[src/rtl/brew_pkg.sv]
// Shared types and constants for the drink sequencer: state codes,
// ingredient indices and the fixed recipe duration table.
package brew_pkg;

    localparam int unsigned NUM_INGR    = 5;
    localparam int unsigned NUM_RECIPES = 5;

    localparam logic [2:0] ING_WATER  = 3'd0;
    localparam logic [2:0] ING_COFFEE = 3'd1;
    localparam logic [2:0] ING_SUGAR  = 3'd2;
    localparam logic [2:0] ING_MILK   = 3'd3;
    localparam logic [2:0] ING_CHOC   = 3'd4;

    localparam logic [2:0] STEP_DONE  = 3'd6;

    // State codes double as the displayed step index.
    typedef enum logic [2:0] {
        ST_IDLE   = 3'd0,
        ST_WATER  = 3'd1,
        ST_COFFEE = 3'd2,
        ST_SUGAR  = 3'd3,
        ST_MILK   = 3'd4,
        ST_CHOC   = 3'd5,
        ST_DONE   = 3'd6
    } state_t;

    // Seconds per ingredient, order W, C, S, M, Ch.
    localparam logic [0:NUM_RECIPES-1][0:NUM_INGR-1][1:0] RECIPE = '{
        '{2'd1, 2'd2, 2'd0, 2'd0, 2'd0},  // espresso
        '{2'd3, 2'd1, 2'd1, 2'd0, 2'd0},  // americano
        '{2'd1, 2'd1, 2'd1, 2'd3, 2'd0},  // latte
        '{2'd1, 2'd1, 2'd1, 2'd2, 2'd2},  // mocha
        '{2'd1, 2'd2, 2'd0, 2'd2, 2'd1}   // cappuccino
    };

    // Table lookup that yields 0 for any out-of-range index.
    function automatic logic [1:0] recipe_dur(input logic [2:0] drink, input logic [2:0] ing);
        if (drink < 3'(NUM_RECIPES) && ing < 3'(NUM_INGR))
            return RECIPE[drink][ing];
        return 2'd0;
    endfunction

endpackage

[src/rtl/brew_sequencer_step_timer.sv]
// One-second prescaler plus a 2-bit seconds counter; strobes expire on the
// last cycle of a step lasting target seconds (immediately if target is 0).
module step_timer #(
    parameter int unsigned TICKS_PER_SEC = 50_000_000
) (
    input  logic       clock,
    input  logic       reset,
    input  logic       clear,
    input  logic       enable,
    input  logic [1:0] target,
    output logic       expire
);

    localparam int unsigned PW = (TICKS_PER_SEC > 1) ? $clog2(TICKS_PER_SEC) : 1;
    localparam logic [PW-1:0] PRE_LAST = PW'(TICKS_PER_SEC - 1);
    localparam logic [PW-1:0] PRE_ONE  = PW'(1);

    logic [PW-1:0] prescale;
    logic [1:0]    seconds;
    logic          wrap;

    assign wrap = (prescale == PRE_LAST);

    // Expire on the wrap that completes the final second of the step.
    always_comb begin
        expire = 1'b0;
        if (enable) begin
            if (target == 2'd0)
                expire = 1'b1;
            else if (wrap && seconds == (target - 2'd1))
                expire = 1'b1;
        end
    end

    // Prescaler and seconds counter, cleared on every step entry.
    always_ff @(posedge clock or negedge reset) begin
        if (!reset) begin
            prescale <= '0;
            seconds  <= '0;
        end else if (clear) begin
            prescale <= '0;
            seconds  <= '0;
        end else if (enable) begin
            if (wrap) begin
                prescale <= '0;
                if (seconds != 2'd3)
                    seconds <= seconds + 2'd1;
            end else begin
                prescale <= prescale + PRE_ONE;
            end
        end
    end

endmodule

[src/rtl/brew_sequencer.sv]
// Sequences one paid drink order through the ingredient valves using the
// recipe table, one valve at a time, with abort and reject reporting.
module brew_sequencer
    import brew_pkg::*;
#(
    parameter int unsigned TICKS_PER_SEC = 50_000_000,
    parameter int unsigned NUM_TYPES     = 5
) (
    input  logic       clock,
    input  logic       reset,
    input  logic       start,
    input  logic [2:0] coffee_type,
    input  logic       paid,
    input  logic       abort,
    output logic       ready,
    output logic       water,
    output logic       coffee,
    output logic       sugar,
    output logic       milk,
    output logic       chocolate,
    output logic [2:0] step,
    output logic       finished,
    output logic       rejected,
    output logic       aborted
);

    localparam logic [3:0] TYPE_LIMIT = 4'(NUM_TYPES);

    state_t     state, state_n;
    logic [2:0] type_q, type_n;
    logic [1:0] dur, dur_n;
    logic [4:0] valve_n;
    logic       rej_n, abt_n;
    logic       in_ingr;
    logic       expire, clear;

    assign in_ingr = (state >= ST_WATER) && (state <= ST_CHOC);
    assign dur     = recipe_dur(type_q, 3'(state) - 3'd1);
    assign clear   = (state_n != state);

    step_timer #(
        .TICKS_PER_SEC(TICKS_PER_SEC)
    ) u_timer (
        .clock (clock),
        .reset (reset),
        .clear (clear),
        .enable(in_ingr),
        .target(dur),
        .expire(expire)
    );

    // Next state, latched type and event flags; abort outranks expiry.
    always_comb begin
        state_n = state;
        type_n  = type_q;
        rej_n   = 1'b0;
        abt_n   = 1'b0;
        case (state)
            ST_IDLE: begin
                if (start) begin
                    if (paid && ({1'b0, coffee_type} < TYPE_LIMIT)) begin
                        type_n  = coffee_type;
                        state_n = ST_WATER;
                    end else begin
                        rej_n = 1'b1;
                    end
                end
            end
            ST_WATER, ST_COFFEE, ST_SUGAR, ST_MILK, ST_CHOC: begin
                if (abort) begin
                    state_n = ST_IDLE;
                    abt_n   = 1'b1;
                end else if (expire) begin
                    state_n = state_t'(3'(state) + 3'd1);
                end
            end
            ST_DONE: state_n = ST_IDLE;
            default: state_n = ST_IDLE;
        endcase
    end

    // Outputs are precomputed from the next state so they can be registered
    // while still lining up with the state they describe.
    always_comb begin
        dur_n   = recipe_dur(type_n, 3'(state_n) - 3'd1);
        valve_n = '0;
        if (dur_n != 2'd0) begin
            case (state_n)
                ST_WATER:  valve_n = 5'b10000;
                ST_COFFEE: valve_n = 5'b01000;
                ST_SUGAR:  valve_n = 5'b00100;
                ST_MILK:   valve_n = 5'b00010;
                ST_CHOC:   valve_n = 5'b00001;
                default:   valve_n = '0;
            endcase
        end
    end

    // State and registered outputs.
    always_ff @(posedge clock or negedge reset) begin
        if (!reset) begin
            state     <= ST_IDLE;
            type_q    <= '0;
            ready     <= 1'b1;
            water     <= 1'b0;
            coffee    <= 1'b0;
            sugar     <= 1'b0;
            milk      <= 1'b0;
            chocolate <= 1'b0;
            step      <= '0;
            finished  <= 1'b0;
            rejected  <= 1'b0;
            aborted   <= 1'b0;
        end else begin
            state     <= state_n;
            type_q    <= type_n;
            ready     <= (state_n == ST_IDLE);
            water     <= valve_n[4];
            coffee    <= valve_n[3];
            sugar     <= valve_n[2];
            milk      <= valve_n[1];
            chocolate <= valve_n[0];
            step      <= 3'(state_n);
            finished  <= (state_n == ST_DONE);
            rejected  <= rej_n;
            aborted   <= abt_n;
        end
    end

endmodule

[config.mk]
export PLATFORM = sky130hd
export DESIGN_NAME = brew_sequencer
export DESIGN_NICKNAME = d
export VERILOG_FILES = /design/src/rtl/brew_pkg.sv /design/src/rtl/brew_sequencer_step_timer.sv /design/src/rtl/brew_sequencer.sv
export SDC_FILE = /design/constraint.sdc
export NUM_CORES = 1
export LEC_CHECK = 0
export CORE_MARGIN = 2
export CORE_UTILIZATION = 60
export DETAILED_ROUTE_END_ITERATION = 6
export PLACE_DENSITY = 0.91
export REMOVE_ABC_BUFFERS = 1
export SYNTH_ARGS = -nofsm -noshare
export SYNTH_HDL_FRONTEND = slang
export SYNTH_HIERARCHICAL = 1
export SYNTH_SLANG_ARGS = --single-unit
export TNS_END_PERCENT = 5
[constraint.sdc]
create_clock -name clock -period 10.5 [get_ports clock]
set_input_delay 2.1 -clock clock [delete_from_list [all_inputs] [get_ports clock]]
set_output_delay 2.1 -clock clock [all_outputs]
set_load 0.02 [all_outputs]
==> results.toml <==
[synthesis]
ys_seq_elements = 43
synthesis.area_um2 = 2810
netlist.top_cell.by_area = "dfrtp_1"
synth-edff-count = 0
synth.avg_cell_area_um2 = 9.20
yosysSeqAreaShare_pct = 38.4
synthFlopType = "dfrtp_1"
async_reset_ff_share_pct = 100
synth_cells = 305
ys_warn_count = 6
netlist.area_leader.share_pct = 37.5
synth_area_leaders = "dfrtp_1 (37%), ha_1 (5.4%), nand2_1 (4.0%)"
synth.distinct_cells = 66

[sta]
setup_tns_ps = 0
rsz0062_at_grt = "no"
hold-worst-slack_ps = 559
slew_headroom_pct = 20.5
drv_slew = 0
period_minus_slack_ps = 5210
finalCritPeriodShare_pct = 49.6
setup_viol = 0
fmax_ghz = 0.192
hold_viol_final = 0
worstMarginPinSlew_ps = 1180
fin_skew_ps = 12.8

[critical_path]
arrival_ps = 5390
max_stage_delay_ps = 680
crit_path_cell_trace = "inv_1 > ha_1 > o21ai_0 > a211o_1 > o21ai_0 > inv_1 > ha_1 > xnor2_1 > nor4_1 > o21a_1 > or4b_4 > nand3_2 > o21ai_0 > o211ai_1 > buf_4 > clkinv_1 > o21ai_1 > o21ba_2"
cp_max_fo = 17
worst-setup-path-type = "flop to flop"
crit_slowest_cell = "o21ai_1"
end_kind = "flop"
reg2reg_slack_ps = 5290
start_kind = "flop"
cp.required_ps = 10680
cp_common_cell = "o21ai_0"

[pwr]
power_density_nw_per_um2 = 233
p_leak_nw = 1.22
ir_drop_mv = 0.187

[grt]
gr-total-overflow = 0
track_usage_pct = 26.0
grt_max_degree = 44
grt_pass1_wl_mm = 10.8
antenna_found_initial = 0
grt_pass1_vias = 2325

[cts]
hold_buffers = 0
root_buffer = "clkbuf_8"
cts_sinks = 43
cts.path.max_buffers = 2
cts_buffers = 5
cts_setup_buffers = 0
post_cts_resize_count = 0
path_clk_slew_ps = 90
cts_tree = "built"
insertion_delay_ps = 300
htreeDepth = 2

[cells_and_area]
final_core_util_pct = 71.0
area_growth_pct = 11.8
diodes = 0
final_common_cell = "dfrtp_1"
fin_nets = 338
drive_gt1_share_pct = 9.72
layout_common_cells = "dfrtp_1 (42), nand2_1 (30), a21oi_1 (20)"

[placement]
routabilityCongestion = 1.00
io_buffer_count = 19
dp_hpwl_mm = 4.63

[routing]
dr.first_iter.drc_count = 224
dr.pass1.iters = 5
drt-total-wl_mm = 6.44
wl_per_cell_um = 17.4
via_per_inst = 6.79
drc = 0
route.vias.total = 2520
ant_nets = 0

[floorplanning]
die_area_um2 = 5240
die_width_um = 72.4
fp-row-count = 24
fp.dieH_um = 72.4
start_util_pct = 63.5
fp.coreArea_um2 = 4410
pin_count = 20

[hold_path]
hold_class = "flop to flop"

[job]
maxCapViolations = 0

[outcome]
outcome = "complete, no violations"
==> area by class of cell <==
class | count | area, µm²
flip-flops and latches | 43 | 1080
repair buffers | 20 | 193
clock buffers | 6 | 72.6
fillers | 337 | 1280
inverters | 11 | 41.3
multi-input cells | 237 | 1630
clock inverters | 2 | 60.1
well taps | 52 | 65.1
==> registers in the layout (all words and copies together) (netlist names) <==
register,count
aborted,1
finished,1
u_timer/seconds,2
coffee,1
sugar,1
type_q,3
state,3
ready,1
rejected,1
u_timer/prescale,26
water,1
chocolate,1
milk,1
==> synth_stat cells (6+ instances only) <==
master     n
o211ai_1   6
xnor2_1    6
nand3_1   10
inv_1     10
clkbuf_1   6
a21oi_1   20
mux2i_1    6
dfrtp_1   42
nor4_1     7
nor2_1    15
nand4_1   14
o21ai_0   15
or4_1      6
ha_1      12
nand2_1   30
buf_2      6
o31ai_1    9
xor2_1     8
==> cells by family after synthesis <==
family                   count (synthesis)  synth area share (%)
buffers and inverters                   25                  3.61
XOR/XNOR                                14                  4.37
flip-flops                              43                  38.4
adder cells (fa/ha/maj)                 12                  5.35
AND/OR/NAND/NOR                        123                  25.9
multiplexers                             8                  2.94
AO/OA/AOI/OAI                           80                  19.4
==> critical path, delay by kind of cell (launching register included) <==
kind | cells | cell delay [ps]
buffers and inverters | 4 | 640
DFF | 1 | 640
AOI/OAI and AO/OA | 8 | 2040
xor gates and xnor gates | 1 | 120
and+or+nand+nor | 3 | 950
adders and majority gates | 2 | 700
==> report_power, final <==
group	internal, mW	switching [mW]
sequential	0.186	0.0275
combinational	0.137	0.229
clock	0.0951	0.0559
==> per-layer routing <==
layer / GRT usage [%] / share of wire, % / routed length (µm)
met2: 43.6 / 49 / 3170
met3: 4.44 / 6.2 / 400
met1: 33.2 / 41 / 2630
met4: 11.3 / 3.8 / 244
met5: 0 / 0 / 0
==> stage by stage <==
step / total power [mW] / cell area (µm²) / cells / setup WS (ps)
2_1_floorplan: 0.469 / 2750 / 291 / 5730
3_3_place_gp: 0.560 / 3000 / 363 / 5460
3_5_place_dp: 0.576 / 3000 / 363 / 5300
4_1_cts: 0.728 / 3140 / 371 / 5300
5_1_grt: 0.783 / 3140 / 371 / 4840
6_report: 0.730 / 3140 / 371 / 5290
==> path summary, 6_finish.rpt <==
check                                       endpoint                  from  cells past startpoint
worst max-delay path            u_timer/prescale[23]              state[0]                     18
max in group asynchronous        u_timer/prescale[6]                 reset                      1
worst min-delay path            u_timer/prescale[25]  u_timer/prescale[25]                      2
worst min register to register  u_timer/prescale[25]  u_timer/prescale[25]                      2
min in group asynchronous        u_timer/prescale[1]                 reset                      1
worst max register to register  u_timer/prescale[23]              state[0]                     18
Power figures use the tool's default switching activity.
